File: src/rtl/gpr_wb_merge.sv
// GPR write-back merge: two in-order lanes pass straight through to the write ports,
// long-latency results queue in a small FIFO and drain into the port slots the lanes leave free.
module gpr_wb_merge #(
    parameter int DEPTH = 4,
    parameter int AW    = 2
) (
    input  logic          clk,
    input  logic          rst,
    input  logic          lane0_we_i,
    input  logic [4:0]    lane0_num_i,
    input  logic [31:0]   lane0_data_i,
    input  logic          lane1_we_i,
    input  logic [4:0]    lane1_num_i,
    input  logic [31:0]   lane1_data_i,
    input  logic          ll_valid_i,
    output logic          ll_ready_o,
    input  logic [4:0]    ll_num_i,
    input  logic [31:0]   ll_data_i,
    output logic          wr0_en_o,
    output logic [4:0]    wr0_num_o,
    output logic [31:0]   wr0_data_o,
    output logic          wr1_en_o,
    output logic [4:0]    wr1_num_o,
    output logic [31:0]   wr1_data_o,
    output logic [31:0]   pend_mask_o,
    output logic [AW:0]   fifo_cnt_o
);

    logic [4:0]    num_q  [DEPTH];
    logic [31:0]   data_q [DEPTH];
    logic [AW-1:0] rd_ptr;
    logic [AW-1:0] wr_ptr;
    logic [AW-1:0] rd_ptr1;
    logic [AW:0]   count;
    logic          l0_act;
    logic          l1_act;
    logic          has1;
    logic          has2;
    logic          push;
    logic [1:0]    pop;

    // Writes to r0 are dropped at the door; an r0 long-latency beat still handshakes.
    always_comb begin
        l0_act     = rst && lane0_we_i && (lane0_num_i != '0);
        l1_act     = rst && lane1_we_i && (lane1_num_i != '0);
        has1       = rst && (count != '0);
        has2       = rst && (count > (AW+1)'(1));
        rd_ptr1    = rd_ptr + AW'(1);
        ll_ready_o = rst && (count < (AW+1)'(DEPTH));
        push       = ll_valid_i && ll_ready_o && (ll_num_i != '0);
        fifo_cnt_o = count;
    end

    // FIFO entries fill whichever ports the lanes leave idle, oldest entry on the lower port.
    always_comb begin
        wr0_en_o   = 1'b0;
        wr0_num_o  = '0;
        wr0_data_o = '0;
        wr1_en_o   = 1'b0;
        wr1_num_o  = '0;
        wr1_data_o = '0;
        pop        = 2'd0;
        if (l0_act) begin
            wr0_en_o   = 1'b1;
            wr0_num_o  = lane0_num_i;
            wr0_data_o = lane0_data_i;
        end else if (has1) begin
            wr0_en_o   = 1'b1;
            wr0_num_o  = num_q[rd_ptr];
            wr0_data_o = data_q[rd_ptr];
            pop        = 2'd1;
        end
        if (l1_act) begin
            wr1_en_o   = 1'b1;
            wr1_num_o  = lane1_num_i;
            wr1_data_o = lane1_data_i;
        end else if (l0_act) begin
            if (has1) begin
                wr1_en_o   = 1'b1;
                wr1_num_o  = num_q[rd_ptr];
                wr1_data_o = data_q[rd_ptr];
                pop        = 2'd1;
            end
        end else if (has2) begin
            wr1_en_o   = 1'b1;
            wr1_num_o  = num_q[rd_ptr1];
            wr1_data_o = data_q[rd_ptr1];
            pop        = 2'd2;
        end
    end

    always_ff @(posedge clk) begin
        if (!rst) begin
            count  <= '0;
            rd_ptr <= '0;
            wr_ptr <= '0;
        end else begin
            count  <= count + (AW+1)'(push) - (AW+1)'(pop);
            rd_ptr <= rd_ptr + AW'(pop);
            if (push) begin
                wr_ptr <= wr_ptr + AW'(1);
            end
        end
    end

    always_ff @(posedge clk) begin
        if (push) begin
            num_q[wr_ptr]  <= ll_num_i;
            data_q[wr_ptr] <= ll_data_i;
        end
    end

    always_comb begin
        pend_mask_o = '0;
        for (int unsigned i = 0; i < DEPTH; i++) begin
            if ((AW+1)'(i) < count) begin
                pend_mask_o[num_q[rd_ptr + AW'(i)]] = 1'b1;
            end
        end
        pend_mask_o[0] = 1'b0;
    end

endmodule

File: config.mk
export PLATFORM = sky130hd
export DESIGN_NAME = gpr_wb_merge
export DESIGN_NICKNAME = d
export VERILOG_FILES = /design/src/rtl/gpr_wb_merge.sv
export SDC_FILE = /design/constraint.sdc
export NUM_CORES = 1
export LEC_CHECK = 0
export CAP_MARGIN = 25
export CELL_PAD_IN_SITES_DETAIL_PLACEMENT = 1
export CELL_PAD_IN_SITES_GLOBAL_PLACEMENT = 2
export CORE_MARGIN = 2
export CORE_UTILIZATION = 30
export CTS_CLUSTER_SIZE = 30
export DETAILED_ROUTE_END_ITERATION = 8
export GPL_TIMING_DRIVEN = 0
export PLACE_DENSITY = 0.84
export SLEW_MARGIN = 20
export SYNTH_ARGS = -nofsm -noshare
export SYNTH_HDL_FRONTEND = slang
export SYNTH_SLANG_ARGS = --single-unit
File: constraint.sdc
create_clock -name clk -period 3.2 [get_ports clk]
set_input_delay 0.64 -clock clk [delete_from_list [all_inputs] [get_ports clk]]
set_output_delay 0.64 -clock clk [all_outputs]
set_load 0.1 [all_outputs]
; Yosys cells after proc, flatten, opt, wreduce, memory -nomap -nowiden
; Memory sizes are Yosys's and may differ from the RTL's. A register that Yosys moved wholly into a read port is not among the register bits.
; Index checks and enable logic that the tools add are counted.
[word_totals]
register_bits = 7
ramBits = 148
output_inout_bits = 112
memories = 2
[classes]
add_sub_neg = 7
magnitude_cmp = 14
muxes = 37
bitwise_logic = 3
reduce_logical = 17
[memory_table]
columns = name, words, width, read_ports, rd_ports_with_merged_regs, write_ports, line
row1 = data_q, 4, 32, 2, 1, 1, 30  ; logic [31:0] data_q [DEPTH];
row2 = num_q, 4, 5, 4, 1, 1, 29  ; logic [4:0] num_q [DEPTH];
[ops]
columns = operator, n
row1 = $mux W32, 9
row2 = $or A32 B32 Y32, 3
row3 = $mux W5, 5
row4 = $lt A5 B6 Y1 const B, 4
row5 = $demux W1 S5, 4
row6 = $ge A5 B1 Y1 const B, 4
row7 = $reduce_bool A5 Y1, 3
row8 = $logic_and A1 B1 Y1, 13
row9 = $mux W1, 13
row10 = $mux W2, 6
row11 = $lt A1 B3 Y1 const A, 2
row12 = $lt A2 B3 Y1 const A, 2
row13 = $add A2 B1 Y2 const B, 2
row14 = $add A2 B2 Y2 const B, 2
row15 = $add A3 B1 Y3, 1
row16 = $gt A3 B1 Y1 const B, 1
row17 = $lt A3 B3 Y1 const B, 1
row18 = $reduce_bool A3 Y1, 1
row19 = $sub A3 B2 Y3, 1
row20 = $add A2 B2 Y2, 1

; Depth between registers and ports, before layout
; Gate-level depths: netlist (run 1).
; An unclocked memory read counts as a cell.
[logic_depth]
word_depth = 12
ltp_mapped = 14
depth_no_buf = 12

; Worst setup path before layout (run 1)
; No wires, ideal clock.
[synth_timing]
kind = reg-to-output
from = register count[2], in the netlist fifo_cnt_o[2]
to = output wr1_data_o[0]
arrival_ns = 3.788
slack_ns = -1.228
stages_incl_launch_ff = 7
cell_sequence = dfxtp_1 > clkbuf_1 > nor2_1 > nor2_1 > clkbuf_1 > nand3_1 > a31oi_1
[synth_between]
elab_chain_len = 5
word_cells_on_any_way = 8
classes_between = order compare: 1 / mux: 4 / reduce/logical: 3
[synth_rtl]
columns = element, line
row1 = start: declaration, 34  ; logic [AW:0] count;
row2 = start signal: assignment, 98  ; count <= count + (AW+1)'(push) - (AW+1)'(pop);
row3 = $gt A3 B1 Y1 or $reduce_bool A3 Y1 (tied branches), "47, 46"
row4 = $logic_and A1 B1 Y1 (on tied branches), "47, 46"
row5 = $mux W32 (on tied branches), --
row6 = $mux W32 *, 77  ; end else if (l0_act) begin
row7 = $mux W32 *, 73  ; if (l1_act) begin
row8 = end: declaration, 24  ; output logic [31:0] wr1_data_o,
; Every way passes the cells marked *; elsewhere a longest branch is shown, timed or not.

; Worst setup path in the final report (run 1)
[layout_timing]
from = register rd_ptr[0]
to = output pend_mask_o[8]
[layout_between]
elab_chain_len = 12
word_cells_on_any_way = 25
classes_between = add/sub: 3 / order compare: 6 / mux: 9 / bitwise: 3 / reduce/logical: 3 / memory: 1
[layout_rtl]
columns = element, line
row1 = start: declaration, 31  ; logic [AW-1:0] rd_ptr;
row2 = start signal: assignment, 99  ; rd_ptr <= rd_ptr + AW'(pop);
row3 = $add A2 B1 Y2, 117  ; pend_mask_o[num_q[rd_ptr + AW'(i)]] = 1'b1;
row4 = $mem_v2 Z4 W5 *, --
row5 = $lt A5 B6 Y1 (implied by the code) or $ge A5 B1 Y1 (tied branches), 117
row6 = $logic_and A1 B1 Y1 (implied by the code), 117
row7 = $mux W1 (implied by the code), 117
row8 = $demux W1 S5, 117
row9 = $or A32 B32 Y32 (no source line), --
row10 = $mux W32, 116  ; if ((AW+1)'(i) < count) begin
row11 = $or A32 B32 Y32 (no source line), --
row12 = $mux W32, 116
row13 = $or A32 B32 Y32 (no source line), --
row14 = $mux W32 *, 116
row15 = end: declaration, 25  ; output logic [31:0] pend_mask_o,
; Marked as above.

==> results of run 1 <==
path summary, 6_finish.rpt:
kind,start,to,slack [ps],cells past startpoint
worst max-delay path,rd_ptr[0],pend_mask_o[8],-270,9
worst min-delay path,wr_ptr[0],wr_ptr[0],640,2
worst max register to register,fifo_cnt_o[2],fifo_cnt_o[2],220,14
worst min register to register,wr_ptr[0],wr_ptr[0],640,2
sequential cells by signal (all words and copies together) (netlist names):
name	cells
wr_ptr	2
fifo_cnt_o	3
num_q	20
rd_ptr	2
data_q	128
where the power goes:
group          internal [mW]  switching [mW]  leakage (nW)  total, mW
Sequential              2.35           0.120          1.40       2.47
Clock                   1.19           0.935         0.291       2.12
Combinational           3.43            5.66          4.24       9.09
Total                   6.96            6.72          5.93       13.7
cell families after synthesis:
| family | Yosys count | share of synthesized area |
|---|---|---|
| and+or+nand+nor | 337 | 0.1808 |
| DFF | 155 | 0.4645 |
| muxes | 127 | 0.2088 |
| AOI/OAI and AO/OA | 115 | 0.08938 |
| buffers and inverters | 83 | 0.04044 |
| adders and majority gates | 9 | 0.01217 |
| xor gates and xnor gates | 4 | 0.003550 |
| other | 1 | 0.0003800 |
metrics by stage:
step | total power [mW] | utilization | instances | setup TNS, ps | worst slack [ps]
detailed placement | 9.502 | 0.4182 | 1503 | -181100 | -2190
global placement | 9.428 | 0.4149 | 1499 | -315500 | -2203
CTS | 12.72 | 0.4882 | 1580 | -1643 | -148.3
global route | 14.04 | 0.5234 | 1632 | -5907 | -352.8
floorplan | 7.634 | - | 831 | -3498 | -364.3
finish | 13.68 | 0.5235 | 1633 | -3539 | -274.3
worst register-to-register path: cells and delay by family, from the launching register on:
kind	cells	cell delay [ps]
buffers and inverters	4	730
flip-flops	1	420
XOR/XNOR	2	310
AND/OR/NAND/NOR	4	540
AO/OA/AOI/OAI	1	180
adder cells (fa/ha/maj)	3	690
placed cells by master (no fill, tap or decap), types with 7 or more instances in the layout:
cell and count:
sky130_fd_sc_hd__clkbuf_4 9, sky130_fd_sc_hd__o211ai_1 10, sky130_fd_sc_hd__edfxtp_1 148, sky130_fd_sc_hd__nand3_1 69
sky130_fd_sc_hd__mux2_2 10, sky130_fd_sc_hd__mux2i_1 48, sky130_fd_sc_hd__nand4_1 16, sky130_fd_sc_hd__a22oi_2 11
sky130_fd_sc_hd__nor2_1 45, sky130_fd_sc_hd__nand2_2 24, sky130_fd_sc_hd__clkbuf_16 30, sky130_fd_sc_hd__clkdlybuf4s50_1 108
sky130_fd_sc_hd__ha_1 7, sky130_fd_sc_hd__buf_6 43, sky130_fd_sc_hd__clkbuf_8 13, sky130_fd_sc_hd__buf_12 64
sky130_fd_sc_hd__buf_4 93, sky130_fd_sc_hd__buf_8 26, sky130_fd_sc_hd__mux4_2 60, sky130_fd_sc_hd__clkbuf_2 13
sky130_fd_sc_hd__nor2_2 9, sky130_fd_sc_hd__nor2b_4 7, sky130_fd_sc_hd__inv_1 9, sky130_fd_sc_hd__nand2b_1 9
sky130_fd_sc_hd__nand2_1 49, sky130_fd_sc_hd__a31oi_4 31, sky130_fd_sc_hd__nand3_2 20, sky130_fd_sc_hd__o221ai_4 7
sky130_fd_sc_hd__nand2b_4 11, sky130_fd_sc_hd__a22o_2 8
cells in the mapped netlist (all sizes together), types with 5 or more instances:
cell type | instances | area share
dfxtp | 7 | 0.014
a22oi | 17 | 0.013
nand4 | 16 | 0.010
ha | 8 | 0.010
mux2i | 54 | 0.055
and2 | 14 | 0.0089
o21ai | 5 | 0.0025
nor4b | 8 | 0.0090
o221ai | 12 | 0.011
edfxtp | 148 | 0.45
nand2b | 22 | 0.014
inv | 13 | 0.0049
nand3 | 91 | 0.046
nand4b | 6 | 0.0053
clkbuf | 42 | 0.016
a31oi | 33 | 0.021
nor2b | 15 | 0.0095
buf | 28 | 0.019
a32oi | 8 | 0.0071
o211ai | 11 | 0.0089
mux2 | 13 | 0.015
nor2 | 60 | 0.023
mux4 | 60 | 0.14
a22o | 12 | 0.011
nand2 | 75 | 0.029
final cells by class:
class | instances | share of cell area
Timing Repair Buffer | 332 | 0.2306
Antenna cell | 2 | 0.0002946
Buffer | 63 | 0.05060
Tap cell | 442 | 0.03255
Clock buffer | 18 | 0.02526
Sequential cell | 155 | 0.2705
Clock inverter | 14 | 0.01031
Inverter | 13 | 0.002872
Multi-Input combinational cell | 594 | 0.3770
timing repair:
item                       4_1_cts  5_1_grt
buffers inserted                44       45
gates resized for setup       1037      163
gates cloned                     6        8
pin swaps                       38       56
setup endpoints to repair      113       88
hold buffers                     0        0
per-layer routing:
metal / global-route usage / share of wire / vias up
li1: - / - / 4006
met1: 0.2990 / 0.38 / 4768
met2: 0.4282 / 0.52 / 520
met3: 0.05446 / 0.079 / 82
met4: 0.09302 / 0.026 / 2
met5: 0 / 0.00029 / -
==> impl_metrics.ini, run 1 <==
[worst_setup_path]
worst_path_dominant_cell_family = buffers and inverters
worstPathCellList = buf_8, buf_12, mux4_2, buf_6, buf_6, nor4_4, a22oi_2, o211ai_1, buf_6
cp.required_ps = 2560
timing.critical_path.mode_cell = sky130_fd_sc_hd__buf_6
critical_path_type = register to output pin
critical_path.max_fanout = 8
critical_path.max_stage_delay_ps = 530
type_of_element_launching_the_critical_path = register
crit_path_top_delay_cell = sky130_fd_sc_hd__mux4_2
kind_of_end_point_of_the_critical_path = output pin
arrival_ps = 2830
critPathBufInv = 5

[synthesis]
synthDistinctLibCells = 62
synth_area_per_cell_um2 = 11.88
ys_warns = 0
async_reset_ff_frac = 0
cells_after_synth = 831
ys_seq_area_frac = 0.4645
leading_register_cell_type_out_of_synthesis = sky130_fd_sc_hd__edfxtp_1
syn_nets = 956
post_synth_edffs = 148
synth.cell_area_mm2 = 0.009869
ys_ff_latch = 155

[run]
timing.max_cap.violations = 0

[min_path]
hp-class = register to register

[cells_and_area]
layout.area.seq_mm2 = 0.004596
nNetsFinal = 1301
final_cell_area_mm2 = 0.01699
fill_cells = 3192
drive_above_1_share = 0.5088
syn2layout_area_growth_pct = 72.13
multi_input_area_mm2 = 0.006405

[routing]
route.detailed.drc = 0
wl_per_cell_um = 27.85
ant_nets = 0
vias_per_cell = 5.743
vias = 9378
routed_wl_um = 45470
detailedRoute.firstIterationViolations = 871
router_iterations_before_antenna_repair = 5

[floorplan]
floorplan.die.height_um = 185.4
die_area_mm2 = 0.03437
rows = 66
design.portCount = 228
initial_utilization = 0.3041
coreArea_mm2 = 0.03245
chipWidth_um = 185.4

[cts]
cts_tree = done
clock_latency_ps = 440
max-clock-path-buffers = 2
clk_root_buffer_cell = sky130_fd_sc_hd__clkbuf_16
h_tree_depth = 4
tritoncts_sink_count = 155
cts_buffers = 17
clk_transition_reported_paths_ps = 70

[status]
outcome = finished, violations left
failed_checks = setup timing

[global_routing]
track_usage = 0.2469
grt-ovfl-total = 0
grt_pass1_vias = 9615
antenna_violations_before_repair = 5
largest_net_degree_at_the_start_of_global_routing = 22
grt_first_pass_wirelength_um = 61800

[pwr]
vdd.ir_drop.worst_mv = 0.4747
leakage_dissipation_nw = 5.933
power_density_mw_per_mm2 = 805.1

[timing]
layout_worst_path_cycle_share = 1.086
report.final.setup_viol = 34
timing.max_slew.rel_slack = 0.3166
least_margin_pin_slew_ps = 1022
rsz0062_at_grt = yes
timing.final.hold_violations = 0
finalHoldWorstSlack_ps = 643.4
min_period_ps = 3474
finalWorstSetupSlack_ps = -274.3
fmaxAchievable_ghz = 0.2878
final-max-slew-violation-count = 0
finClkSkew_ps = 14.88

[placement]
gp_congestion = 0.9420
number_of_buffers_inserted_by_port_buffering = 226
post-dp-hpwl_um = 29320
placedInstanceArea_mm2 = 0.01357
Note: power is estimated with default switching activity, not from simulation.
==> run 2, diff against run 1 <==
Settings changed: MAX_ROUTING_LAYER set to met4, SETUP_SLACK_MARGIN set to 0.05.
==> impl_metrics.ini, run 2 (synthesized netlist as in run 1, its figures left out) <==
[cts]
cts_buffers = 17
h_tree_depth = 4
clock_latency_ps = 450
cts_tree = done
clk_transition_reported_paths_ps = 70
max-clock-path-buffers = 2
postCtsHoldBufs = 0
clk_root_buffer_cell = sky130_fd_sc_hd__clkbuf_16
tritoncts_sink_count = 155

[pwr]
leakage_dissipation_nw = 6.242
cellInternalPower_mw = 7.461
sequentialPowerShare = 0.170
netSwitchingFraction = 0.4858
comb_power_share = 0.681
power.switching_mw = 7.050
share_clk_of_total_power = 0.149
total_power_mw = 14.51
power_density_mw_per_mm2 = 811.0
vdd.ir_drop.worst_mv = 0.5022

[timing]
rsz0062_at_grt = yes
finClkSkew_ps = 10.36
timing.max_slew.rel_slack = 0.3461
timing.final.hold_violations = 0
layout_worst_path_cycle_share = 1.073
fmaxAchievable_ghz = 0.2911
setup_total_negative_slack_ps = -4468
least_margin_pin_slew_ps = 977.8
min_period_ps = 3435
final-max-slew-violation-count = 0
finalWorstSetupSlack_ps = -234.8
report.final.setup_viol = 46

[worst_setup_path]
critical_path.max_fanout = 8
worst_r2r_startpoint = fifo_cnt_o[2]
critPathBufInv = 4
arrival_ps = 2790
critical_path.max_stage_delay_ps = 580
worst_path_dominant_cell_family = buffers and inverters
cp.required_ps = 2560
timing.critical_path.mode_cell = sky130_fd_sc_hd__buf_4
crit_path_top_delay_cell = sky130_fd_sc_hd__mux4_2
critical_path_type = register to output pin
type_of_element_launching_the_critical_path = register
kind_of_end_point_of_the_critical_path = output pin
worstPathCellList = buf_12, buf_4, mux4_2, buf_4, or4b_1, o211ai_1, buf_6
critPathLaunch = rd_ptr[0]

[floorplan]
die_area_mm2 = 0.03437
coreArea_mm2 = 0.03245
initial_utilization = 0.3041
rows = 66
design.portCount = 228
chipWidth_um = 185.4
floorplan.die.height_um = 185.4

[status]
failed_checks = setup timing
outcome = finished, violations left

[routing]
wl_per_cell_um = 29.97
router_iterations_before_antenna_repair = 6
routed_wl_um = 49950
detailedRoute.firstIterationViolations = 941
route.detailed.drc = 0
vias = 9716
ant_nets = 0
vias_per_cell = 5.828

[global_routing]
largest_net_degree_at_the_start_of_global_routing = 38
grt_pass1_vias = 9994
antenna_violations_before_repair = 4
grt-ovfl-total = 0
track_usage = 0.2652
grt_first_pass_wirelength_um = 64470

[placement]
number_of_buffers_inserted_by_port_buffering = 226
placedInstanceArea_mm2 = 0.01352
post-dp-hpwl_um = 28890
setup_slack_placement_ps = -2308
gp_congestion = 0.8896

[cells_and_area]
nNetsFinal = 1332
drive_above_1_share = 0.5566
layout_common_cells = 148 x sky130_fd_sc_hd__edfxtp_1, 107 x sky130_fd_sc_hd__clkdlybuf4s50_1, 98 x sky130_fd_sc_hd__buf_4, 88 x sky130_fd_sc_hd__buf_12, 59 x sky130_fd_sc_hd__mux4_2
flip_flop_count_of_the_largest_register_after_layout = 128
layout.area.seq_mm2 = 0.004598
syn2layout_area_growth_pct = 81.29
final_cell_area_mm2 = 0.01789
largest-register = data_q
mostFrequentLayoutCell = sky130_fd_sc_hd__edfxtp_1
multi_input_area_mm2 = 0.006720
fill_cells = 3134

[run]
timing.max_cap.violations = 0

[min_path]
min-delay-start = wr_ptr[1]
hp-class = register to register
## run 2: repair_timing
item,4_1_cts,5_1_grt
gates cloned,8,9
setup endpoints to repair,113,104
gates resized for setup,1086,238
setup buffers,82,34
pin swaps,64,100
## run 2: layer usage
metal | track usage | wire, µm
met3 | 0.05191 | 3059
met2 | 0.4543 | 25930
met1 | 0.3015 | 18710
met4 | 0.1159 | 2260
met5 | - | 0
## run 2: power by group through the flow
stage | clock [mW] | combinational (mW) | sequential, mW
after floorplan | 0 | 5.08 | 2.56
after global placement | 0 | 6.95 | 2.47
after detailed placement | 0 | 7.01 | 2.47
after CTS | 2.12 | 8.61 | 2.45
after global routing | 2.23 | 10.1 | 2.48
final | 2.16 | 9.88 | 2.47
## run 2: path summary, 6_finish.rpt
path                      to  slack (ps)  cells past startpoint
max          pend_mask_o[10]        -230                      7
min                wr_ptr[1]         610                      2
max reg2reg    fifo_cnt_o[2]          20                     14
min reg2reg        wr_ptr[1]         610                      2
## run 2: worst min-delay path, delay by kind of cell (launching register included)
kind / cells / cell delay (ps)
DFF: 1 / 340
buffers and inverters: 1 / 140
AOI/OAI and AO/OA: 1 / 90
## run 2: area by class of cell
| type | count | area share |
|---|---|---|
| sequential | 155 | 0.2570 |
| buffer | 67 | 0.05364 |
| multi-input combinational | 594 | 0.3756 |
| inverter | 13 | 0.002937 |
| tap | 442 | 0.03091 |
| clock buffer | 18 | 0.02399 |
| antenna | 5 | 0.0006993 |
| timing repair buffer | 359 | 0.2450 |
| clock inverter | 14 | 0.01028 |
## run 2: through the flow
step | hold WS (ps) | cells | utilization
floorplan | 507.9 | 831 | -
CTS | 575.8 | 1621 | 0.5083
global route | 601.7 | 1666 | 0.5512
global placement | 536.8 | 1499 | 0.4151
finish | 613.3 | 1667 | 0.5513
detailed placement | 564.0 | 1501 | 0.4166
